`src/rtl/cmd_dispatcher.sv`:
```
// cmd_dispatcher: decodes a UART opcode byte, grants one engine and muxes its TX onto uart_tx.
// Optional NAK_REPLY_EN: an unknown opcode is answered with a NAK byte (8'h15) before draining.
module cmd_dispatcher #(
    parameter int unsigned          NUM_ENG        = 6,
    parameter logic [8*NUM_ENG-1:0] OPCODES        = 48'h72_71_24_23_22_21,
    parameter logic [31:0]          TIMEOUT_CYCLES = 32'd50_000_000
) (
    input  logic                   clk_50mhz,
    input  logic                   reset,
    input  logic                   rx_ready,
    input  logic [7:0]             rx_data,
    input  logic                   tx_active,
    input  logic [NUM_ENG-1:0]     eng_done,
    input  logic [8*NUM_ENG-1:0]   eng_tx_data,
    input  logic [NUM_ENG-1:0]     eng_tx_start,
    output logic [NUM_ENG-1:0]     eng_activate,
    output logic [7:0]             tx_data,
    output logic                   tx_start,
    output logic                   busy,
    output logic [7:0]             state_code,
    output logic                   err_unknown,
    output logic                   err_timeout
);

    localparam int unsigned IDX_W  = (NUM_ENG > 1) ? $clog2(NUM_ENG) : 1;
    localparam int unsigned WD_W   = 32;
    localparam logic [7:0]  NAK_BYTE = 8'h15;

`ifdef NAK_REPLY_EN
    typedef enum logic [1:0] {S_IDLE, S_ACTIVE, S_DRAIN, S_NAK} state_t;
`else
    typedef enum logic [1:0] {S_IDLE, S_ACTIVE, S_DRAIN} state_t;
`endif

    state_t             state, state_d;
    logic [IDX_W-1:0]   gnt_idx, gnt_idx_d;
    logic [WD_W-1:0]    wd_cnt, wd_cnt_d, wd_inc;
    logic               wd_hit;
    logic [NUM_ENG-1:0] act_d;
    logic [7:0]         txd_d, code_d;
    logic               txs_d, busy_d, eu_d, et_d;

    logic               hit;
    logic [IDX_W-1:0]   hit_idx;
    logic [7:0]         hit_code;
    logic [7:0]         sel_data;
    logic               sel_start, sel_done;

    // Opcode decode: descending scan so the lowest matching index wins.
    always_comb begin
        hit      = 1'b0;
        hit_idx  = '0;
        hit_code = '0;
        for (int i = int'(NUM_ENG) - 1; i >= 0; i--) begin
            if (OPCODES[8*i +: 8] == rx_data) begin
                hit      = 1'b1;
                hit_idx  = IDX_W'(i);
                hit_code = OPCODES[8*i +: 8];
            end
        end
    end

    // Granted-engine mux; other engines never reach uart_tx.
    always_comb begin
        sel_data  = '0;
        sel_start = 1'b0;
        sel_done  = 1'b0;
        for (int i = 0; i < int'(NUM_ENG); i++) begin
            if (gnt_idx == IDX_W'(i)) begin
                sel_data  = eng_tx_data[8*i +: 8];
                sel_start = eng_tx_start[i];
                sel_done  = eng_done[i];
            end
        end
    end

    assign wd_inc = (wd_cnt == '1) ? wd_cnt : wd_cnt + 32'd1;
    assign wd_hit = (TIMEOUT_CYCLES != 32'd0) && (wd_inc >= TIMEOUT_CYCLES);

    // Next-state and next-output logic.
    always_comb begin
        state_d   = state;
        gnt_idx_d = gnt_idx;
        wd_cnt_d  = wd_cnt;
        act_d     = eng_activate;
        txd_d     = tx_data;
        txs_d     = 1'b0;
        busy_d    = busy;
        code_d    = state_code;
        eu_d      = 1'b0;
        et_d      = 1'b0;

        case (state)
            S_IDLE: begin
                if (rx_ready) begin
                    if (hit) begin
                        state_d   = S_ACTIVE;
                        gnt_idx_d = hit_idx;
                        wd_cnt_d  = '0;
                        act_d     = NUM_ENG'(1) << hit_idx;
                        busy_d    = 1'b1;
                        code_d    = hit_code;
                    end else begin
                        eu_d = 1'b1;
`ifdef NAK_REPLY_EN
                        state_d = S_NAK;
                        busy_d  = 1'b1;
                        code_d  = 8'hFF;
`endif
                    end
                end
            end
            S_ACTIVE: begin
                wd_cnt_d = wd_inc;
                txd_d    = sel_data;
                txs_d    = sel_start;
                if (sel_done || wd_hit) begin
                    state_d = S_DRAIN;
                    act_d   = '0;
                    txs_d   = 1'b0;
                    code_d  = 8'h01;
                    et_d    = !sel_done;
                end
            end
            S_DRAIN: begin
                if (!rx_ready && !tx_active) begin
                    state_d = S_IDLE;
                    busy_d  = 1'b0;
                    code_d  = 8'h00;
                end
            end
`ifdef NAK_REPLY_EN
            S_NAK: begin
                if (!tx_active) begin
                    state_d = S_DRAIN;
                    txd_d   = NAK_BYTE;
                    txs_d   = 1'b1;
                    code_d  = 8'h01;
                end
            end
`endif
            default: state_d = S_IDLE;
        endcase
    end

    always_ff @(posedge clk_50mhz) begin
        if (!reset) begin
            state        <= S_IDLE;
            gnt_idx      <= '0;
            wd_cnt       <= '0;
            eng_activate <= '0;
            tx_data      <= '0;
            tx_start     <= 1'b0;
            busy         <= 1'b0;
            state_code   <= 8'h00;
            err_unknown  <= 1'b0;
            err_timeout  <= 1'b0;
        end else begin
            state        <= state_d;
            gnt_idx      <= gnt_idx_d;
            wd_cnt       <= wd_cnt_d;
            eng_activate <= act_d;
            tx_data      <= txd_d;
            tx_start     <= txs_d;
            busy         <= busy_d;
            state_code   <= code_d;
            err_unknown  <= eu_d;
            err_timeout  <= et_d;
        end
    end

    a_onehot_act: assert property (@(posedge clk_50mhz) disable iff (!reset) $onehot0(eng_activate));

endmodule

```
`config.mk`:
```
export PLATFORM = sky130hd
export DESIGN_NAME = cmd_dispatcher
export DESIGN_NICKNAME = d
export VERILOG_FILES = /design/src/rtl/cmd_dispatcher.sv
export SDC_FILE = /design/constraint.sdc
export NUM_CORES = 1
export LEC_CHECK = 0
export ABC_CLOCK_PERIOD_IN_PS = 5000
export CORE_ASPECT_RATIO = 2
export CORE_MARGIN = 4
export CORE_UTILIZATION = 43
export DETAILED_ROUTE_END_ITERATION = 8
export PLACE_DENSITY = 0.7
export SETUP_SLACK_MARGIN = 0.3
export SYNTH_ARGS = -nofsm -noshare
export SYNTH_HDL_FRONTEND = slang
export SYNTH_SLANG_ARGS = --single-unit
```
`constraint.sdc`:
```
create_clock -name clk_50mhz -period 5 [get_ports clk_50mhz]
set_input_delay 1.5 -clock clk_50mhz [delete_from_list [all_inputs] [get_ports clk_50mhz]]
set_output_delay 1.5 -clock clk_50mhz [all_outputs]
set_load 0.01 [all_outputs]
```
==> results of run 1 <==
[registers in the layout, indices dropped and copies added (netlist names)]
register	flops
gnt_idx	3
tx_start	1
err_unknown	1
tx_data	8
wd_cnt	32
busy	1
err_timeout	1
state_code	5
eng_activate	6
state	2
[synth_stat cells, types with 6 or more instances]
cell type,instances
a31oi_1,6
a22o_1,11
dfxtp_1,60
a21oi_1,23
nor4_1,6
inv_1,12
nor2_1,42
nand2_1,52
and2_1,8
nand3_1,22
and3_1,8
o21ai_0,21
a22oi_1,11
clkbuf_1,16
buf_2,12
o211a_1,20
o21ai_1,6
nor2b_1,10
and3b_1,6
mux2i_1,18
o211ai_1,16
nand4_1,13
nor3_1,12
[final cells by class]
type,instances,area (um2)
Clock buffer,10,229.0
Clock inverter,6,63.81
Fill cell,887,4019
Inverter,13,48.80
Multi-Input combinational cell,403,2739
Sequential cell,60,1201
Tap cell,130,162.7
Timing Repair Buffer,100,983.4
[worst reg2reg max path: stages, from the launching register on]
cell,delay [ps]
dfxtp_1,430
nand4_1,250
nor3_2,500
nand4_1,310
o311ai_0,250
nor3_1,160
o211a_1,330
o21ai_4,360
o21ai_4,130
a32o_1,300
[metrics by stage]
stage                     utilization, %  power [W]  cell area (um2)  hold slack (ps)
final                              57.46   0.001511             5428            464.4
after global routing               57.46   0.001574             5428            487.7
after CTS                          57.46   0.001522             5428            470.2
after detailed placement           54.36  0.0008990             5135            462.6
after global placement             54.36  0.0008897             5135            451.2
after floorplan                        -  0.0007355             4177            462.1
[worst max path at each step]
stage / startpoint / to / slack (ps) / cells past startpoint
global placement: rx_data[4] / eng_activate[2]$_SDFFE_PN0P_ / 690 / 9
global route: rx_data[4] / eng_activate[2]$_SDFFE_PN0P_ / 740 / 9
finish: rx_data[4] / wd_cnt[17]$_SDFFE_PN0P_ / 880 / 9
CTS: rx_data[4] / wd_cnt[17]$_SDFFE_PN0P_ / 920 / 9
floorplan: rx_data[4] / wd_cnt[17]$_SDFFE_PN0P_ / 1380 / 9
detailed placement: rx_data[4] / wd_cnt[17]$_SDFFE_PN0P_ / 570 / 9
[power groups by stage]
stage | Sequential (W) | Clock (W) | Combinational (W)
2_1_floorplan | 0.000559 | 0 | 0.000177
3_3_place_gp | 0.000546 | 0 | 0.000344
3_5_place_dp | 0.000547 | 0 | 0.000352
4_1_cts | 0.000537 | 0.000630 | 0.000354
5_1_grt | 0.000541 | 0.000650 | 0.000383
6_report | 0.000537 | 0.000620 | 0.000354
[layer usage]
layer,GRT usage [%],vias to the layer above,part of all wire (%)
li1,-,2079,-
met1,21.91,2056,35
met2,43.08,162,54
met3,4.724,62,4.5
met4,17.02,0,6.7
met5,0,-,0
[logic make-up (layout without fill, tap and decap cells)]
group                      count (synthesis)  count (layout)  share of synthesized area, %
xor gates and xnor gates                   6               6                         1.259
muxes                                     21              21                         5.397
other                                      1               2                       0.08987
adders and majority gates                  5               5                         1.499
AOI/OAI and AO/OA                        152             152                         28.19
buffers and inverters                     51             129                         5.667
and+or+nand+nor                          217             217                         29.12
DFF                                       60              60                         28.79
==> flow_summary.json, run 1 <==
{
  "status": "finished clean",
  "htreeDepth": 3,
  "hold_buffers": 0,
  "power_density_mw_per_mm2": 278.4,
  "slowest_delay_ps": 670,
  "fin_crit_ps": 4118,
  "cts_tree": "yes",
  "r2r_cells": 9,
  "ys_warn_count": 0,
  "die_w_um": 77.66,
  "slew_viol_final": 0,
  "drtIter0Drc": 283,
  "grt_max_degree": 38,
  "synthCells": 513,
  "slowest_stage": "or4b_1",
  "min_path_cells": 2,
  "post_cts_resized": 0,
  "ys_ff_latch": 60,
  "leakage_nw": 2.002,
  "gp_congestion": 0.9458,
  "rsz0062_at_grt": "no",
  "cts_made_buffers": 9,
  "critical_path_class": "in2reg",
  "setup_slack_ps": 882.0,
  "root_buffer": "clkbuf_16",
  "die_h_um": 147.3,
  "p_clk_share_pct": 41.0,
  "dp_cells": 706,
  "core_mm2": 0.009447,
  "synth_area_leader_cell": "dfxtp_1",
  "cts.clk_slew.worst_paths_ps": 60,
  "antenna_cells": 0,
  "synth_top_area_share_pct": 28.79,
  "cap_violations": 0,
  "initial_core_util_pct": 44.17,
  "cp.required_ps": 5220,
  "worst_pin_slew_ps": 1144,
  "avgSynthCellArea_um2": 8.134,
  "layout-drive-gt1-share_pct": 7.939,
  "vias_per_cell": 6.037,
  "mostFrequentLayoutCells": "clkdlybuf4s50_1, dfxtp_1, nand2_1, nor2_1, a21oi_1",
  "synthFlopType": "dfxtp_1",
  "synthArstFlopShare_pct": 0,
  "rows": 50,
  "clock_skew_ps": 6.304,
  "tns_ps": 0,
  "synth_edf_count": 0,
  "crit_arrival_ps": 4340,
  "die_area_mm2": 0.01144,
  "dr.pass1.iters": 6,
  "rr_endpoint": "eng_activate[4]$_SDFFE_PN0P_",
  "fin_nets": 664,
  "swShare_pct": 28.93,
  "crit_fanout": 10,
  "critPathTopFamily": "compound AO/OA/AOI/OAI gates",
  "grt_pass1_vias": 4477,
  "hold_end": "state_code[0]$_SDFFE_PN0P_",
  "routed_wl_um": 13200,
  "intPower_w": 0.001074,
  "clock-sinks": 60,
  "grt_pass1_wl_um": 21180,
  "yosysSeqAreaShare_pct": 28.79,
  "ios": 98,
  "crit_path_end_kind": "flip-flop",
  "p_switching_w": 0.0004372,
  "combPwrFrac_pct": 23.4,
  "drc": 0,
  "dp_slack_ps": 567.9,
  "syn_area_mm2": 0.004173,
  "ir_drop_v": 0.0002877,
  "grt_antenna_before_repair": 0,
  "area_growth_pct": 30.08,
  "synthTopCellsByArea": "dfxtp_1, o211a_1, nand2_1, mux2i_1, nor2_1",
  "setup_viol_count_final": 0,
  "sequentialPowerShare_pct": 35.6,
  "io_buffers": 95,
  "fin_cells": 722,
  "cts_buffer_depth": 2,
  "hold_path_class": "reg2reg",
  "hp-start": "state_code[0]$_SDFFE_PN0P_",
  "post-route-period-util_pct": 82.36,
  "post_cts_buffers": 0,
  "relSlewSlack_pct": 23.15,
  "ff2ff_setup_slack_ps": 1880,
  "r2r-start": "wd_cnt[14]$_SDFFE_PN0P_",
  "wl_per_cell_um": 18.29,
  "ant_nets": 0,
  "vias": 4359,
  "insertion_delay_ps": 330,
  "grt_usage_pct": 23.29,
  "startpoint_type": "input pin",
  "synth_cell_types": 78,
  "crit_buf_inv": 1,
  "dp_hpwl_um": 9802,
  "hold_viol": 0,
  "clock.fmax_ghz": 0.2428,
  "worstPathCellList": "clkdlybuf4s50_1 > or4b_1 > o21ai_1 > a22oi_1 > o32ai_2 > nand4b_2 > a21boi_1 > a211oi_1 > and3b_1",
  "layout_commonest_cell": "clkdlybuf4s50_1",
  "grt_overflow": 0
}
Power figures use the tool's default switching activity.
==> inputs of run 2 (changes only) <==
ABC_CLOCK_PERIOD_IN_PS = 4200   (was 5000)
clock period = 4.2 ns   (was 5 ns; I/O delays follow)
==> run 2 against run 1 <==
  * Via count fell by 1.1%
  * Flip-flop and latch count did not move
  * Highest routed layer unchanged
  * First-iteration DRC count fell by 29%
  * Setup slack got worse by 300 ps
  * Utilization rose by 0.49 points
  * Final area rose by 0.85%
  * Sequential share of layout area fell by 0.19 points
  * Critical endpoint is now wd_cnt[22]$_SDFFE_PN0P_
  * Sequential power rose by 20%
  * Non-clock buffer count rose by 4
  * Clock power rose by 18%
==> flow_summary.json, run 2 (synthesized netlist as in run 1, its figures left out) <==
{
  "status": "finished clean",
  "dp_cells": 710,
  "layout_commonest_cell": "clkdlybuf4s50_1",
  "startpoint_type": "input pin",
  "leakage_nw": 2.025,
  "regMostFlops": "wd_cnt",
  "die_h_um": 147.3,
  "crit_path_start": "rx_data[4]",
  "insertion_delay_ps": 330,
  "grt_pass1_vias": 4355,
  "layout-drive-gt1-share_pct": 8.571,
  "clock-sinks": 60,
  "hold_viol": 0,
  "swShare_pct": 28.04,
  "fin_cells": 725,
  "initial_core_util_pct": 44.17,
  "p_clk_share_pct": 40.8,
  "cap_violations": 0,
  "area_growth_pct": 31.18,
  "hp-start": "state_code[1]$_SDFFE_PN0P_",
  "setup_slack_ps": 583.1,
  "holdWs_ps": 460.5,
  "dp_hpwl_um": 9681,
  "crit_arrival_ps": 3880,
  "top_regs": "wd_cnt (32), tx_data (8), eng_activate (6)",
  "dp_slack_ps": 135.3,
  "die_w_um": 77.66,
  "rsz0062_at_grt": "no",
  "die_area_mm2": 0.01144,
  "crit_fanout": 8,
  "intPower_w": 0.001295,
  "rows": 50,
  "grt_pass1_wl_um": 20600,
  "r2r-start": "wd_cnt[0]$_SDFFE_PN0P_",
  "routed_wl_um": 12850,
  "hold_buffers": 0,
  "tns_ps": 0,
  "sequentialPowerShare_pct": 35.7,
  "cts_made_buffers": 9,
  "clock_skew_ps": 6.214,
  "combPwrFrac_pct": 23.6,
  "cp.required_ps": 4470,
  "io_buffers": 95,
  "finish.instance_area_mm2": 0.005474,
  "crit_path_end_kind": "flip-flop",
  "drc": 0,
  "grt_max_degree": 45,
  "root_buffer": "clkbuf_16",
  "post_cts_resized": 0,
  "fin_nets": 668,
  "cts_buffer_depth": 2,
  "vias_per_cell": 5.949,
  "core_mm2": 0.009447,
  "power_density_mw_per_mm2": 328.7,
  "cts_tree": "yes",
  "worst_pin_slew_ps": 1008,
  "critical_path_class": "in2reg",
  "clock.fmax_ghz": 0.2765,
  "post-route-period-util_pct": 86.12,
  "slew_viol_final": 0,
  "gp_congestion": 0.9357,
  "post_cts_buffers": 0,
  "setup_viol_count_final": 0,
  "htreeDepth": 3,
  "dr.pass1.iters": 5,
  "cts.clk_slew.worst_paths_ps": 50,
  "grt_usage_pct": 22.40,
  "hold_path_class": "reg2reg",
  "wl_per_cell_um": 17.72,
  "ir_drop_v": 0.0002097,
  "mostFrequentLayoutCells": "clkdlybuf4s50_1, dfxtp_1, nand2_1, nor2_1, a21oi_1",
  "ios": 98,
  "drtIter0Drc": 202,
  "grt_antenna_before_repair": 0,
  "grt_overflow": 0,
  "relSlewSlack_pct": 32.31,
  "fin_crit_ps": 3617,
  "ant_nets": 0,
  "p_switching_w": 0.0005046,
  "antenna_cells": 0,
  "placed_area_mm2": 0.005177,
  "vias": 4313,
  "largest_register_ffs": 32
}
## run 2: layout make-up
type	count	area [um2]
fillers	842	3973
inverters	13	48.80
repair buffers	104	1026
clock inverters	4	50.05
well taps	130	162.7
flip-flops and latches	60	1201
clock buffers	11	242.7
multi-input cells	403	2743
## run 2: worst max-delay path, stage by stage
cell and delay (ps):
clkdlybuf4s50_1 420, or4b_4 600, o21ai_1 150, a22oi_1 130, o32ai_2 220, nand3b_2 150, a21o_1 290, or4_1 520
a21boi_1 140
## run 2: layer usage
metal | vias to the layer above | global-route usage, % | routed length [um]
met5 | - | 0 | 0
met3 | 49 | 5.399 | 629
met4 | 0 | 14.80 | 699
li1 | 2088 | - | -
met2 | 129 | 41.88 | 6999
met1 | 2047 | 20.82 | 4520
## run 2: worst paths after layout
kind / endpoint / slack, ps / depth (start not counted)
max reg2reg: eng_activate[0]$_SDFFE_PN0P_ / 1050 / 10
max: wd_cnt[22]$_SDFFE_PN0P_ / 580 / 9
min: state_code[1]$_SDFFE_PN0P_ / 460 / 2
min reg2reg: state_code[1]$_SDFFE_PN0P_ / 460 / 2
## run 2: metrics by stage
stage	utilization, %	total power (W)
global route	57.95	0.001876
detailed placement	54.81	0.001075
global placement	54.81	0.001066
CTS	57.91	0.001811
finish	57.95	0.001799
floorplan	-	0.0008756
## run 2: power groups by stage
stage / sequential, W / clock [W] / combinational (W)
finish: 0.000642 / 0.000734 / 0.000424
global route: 0.000646 / 0.000769 / 0.000461
CTS: 0.000641 / 0.000744 / 0.000426
global placement: 0.000650 / 0 / 0.000417
detailed placement: 0.000651 / 0 / 0.000424
floorplan: 0.000665 / 0 / 0.000210
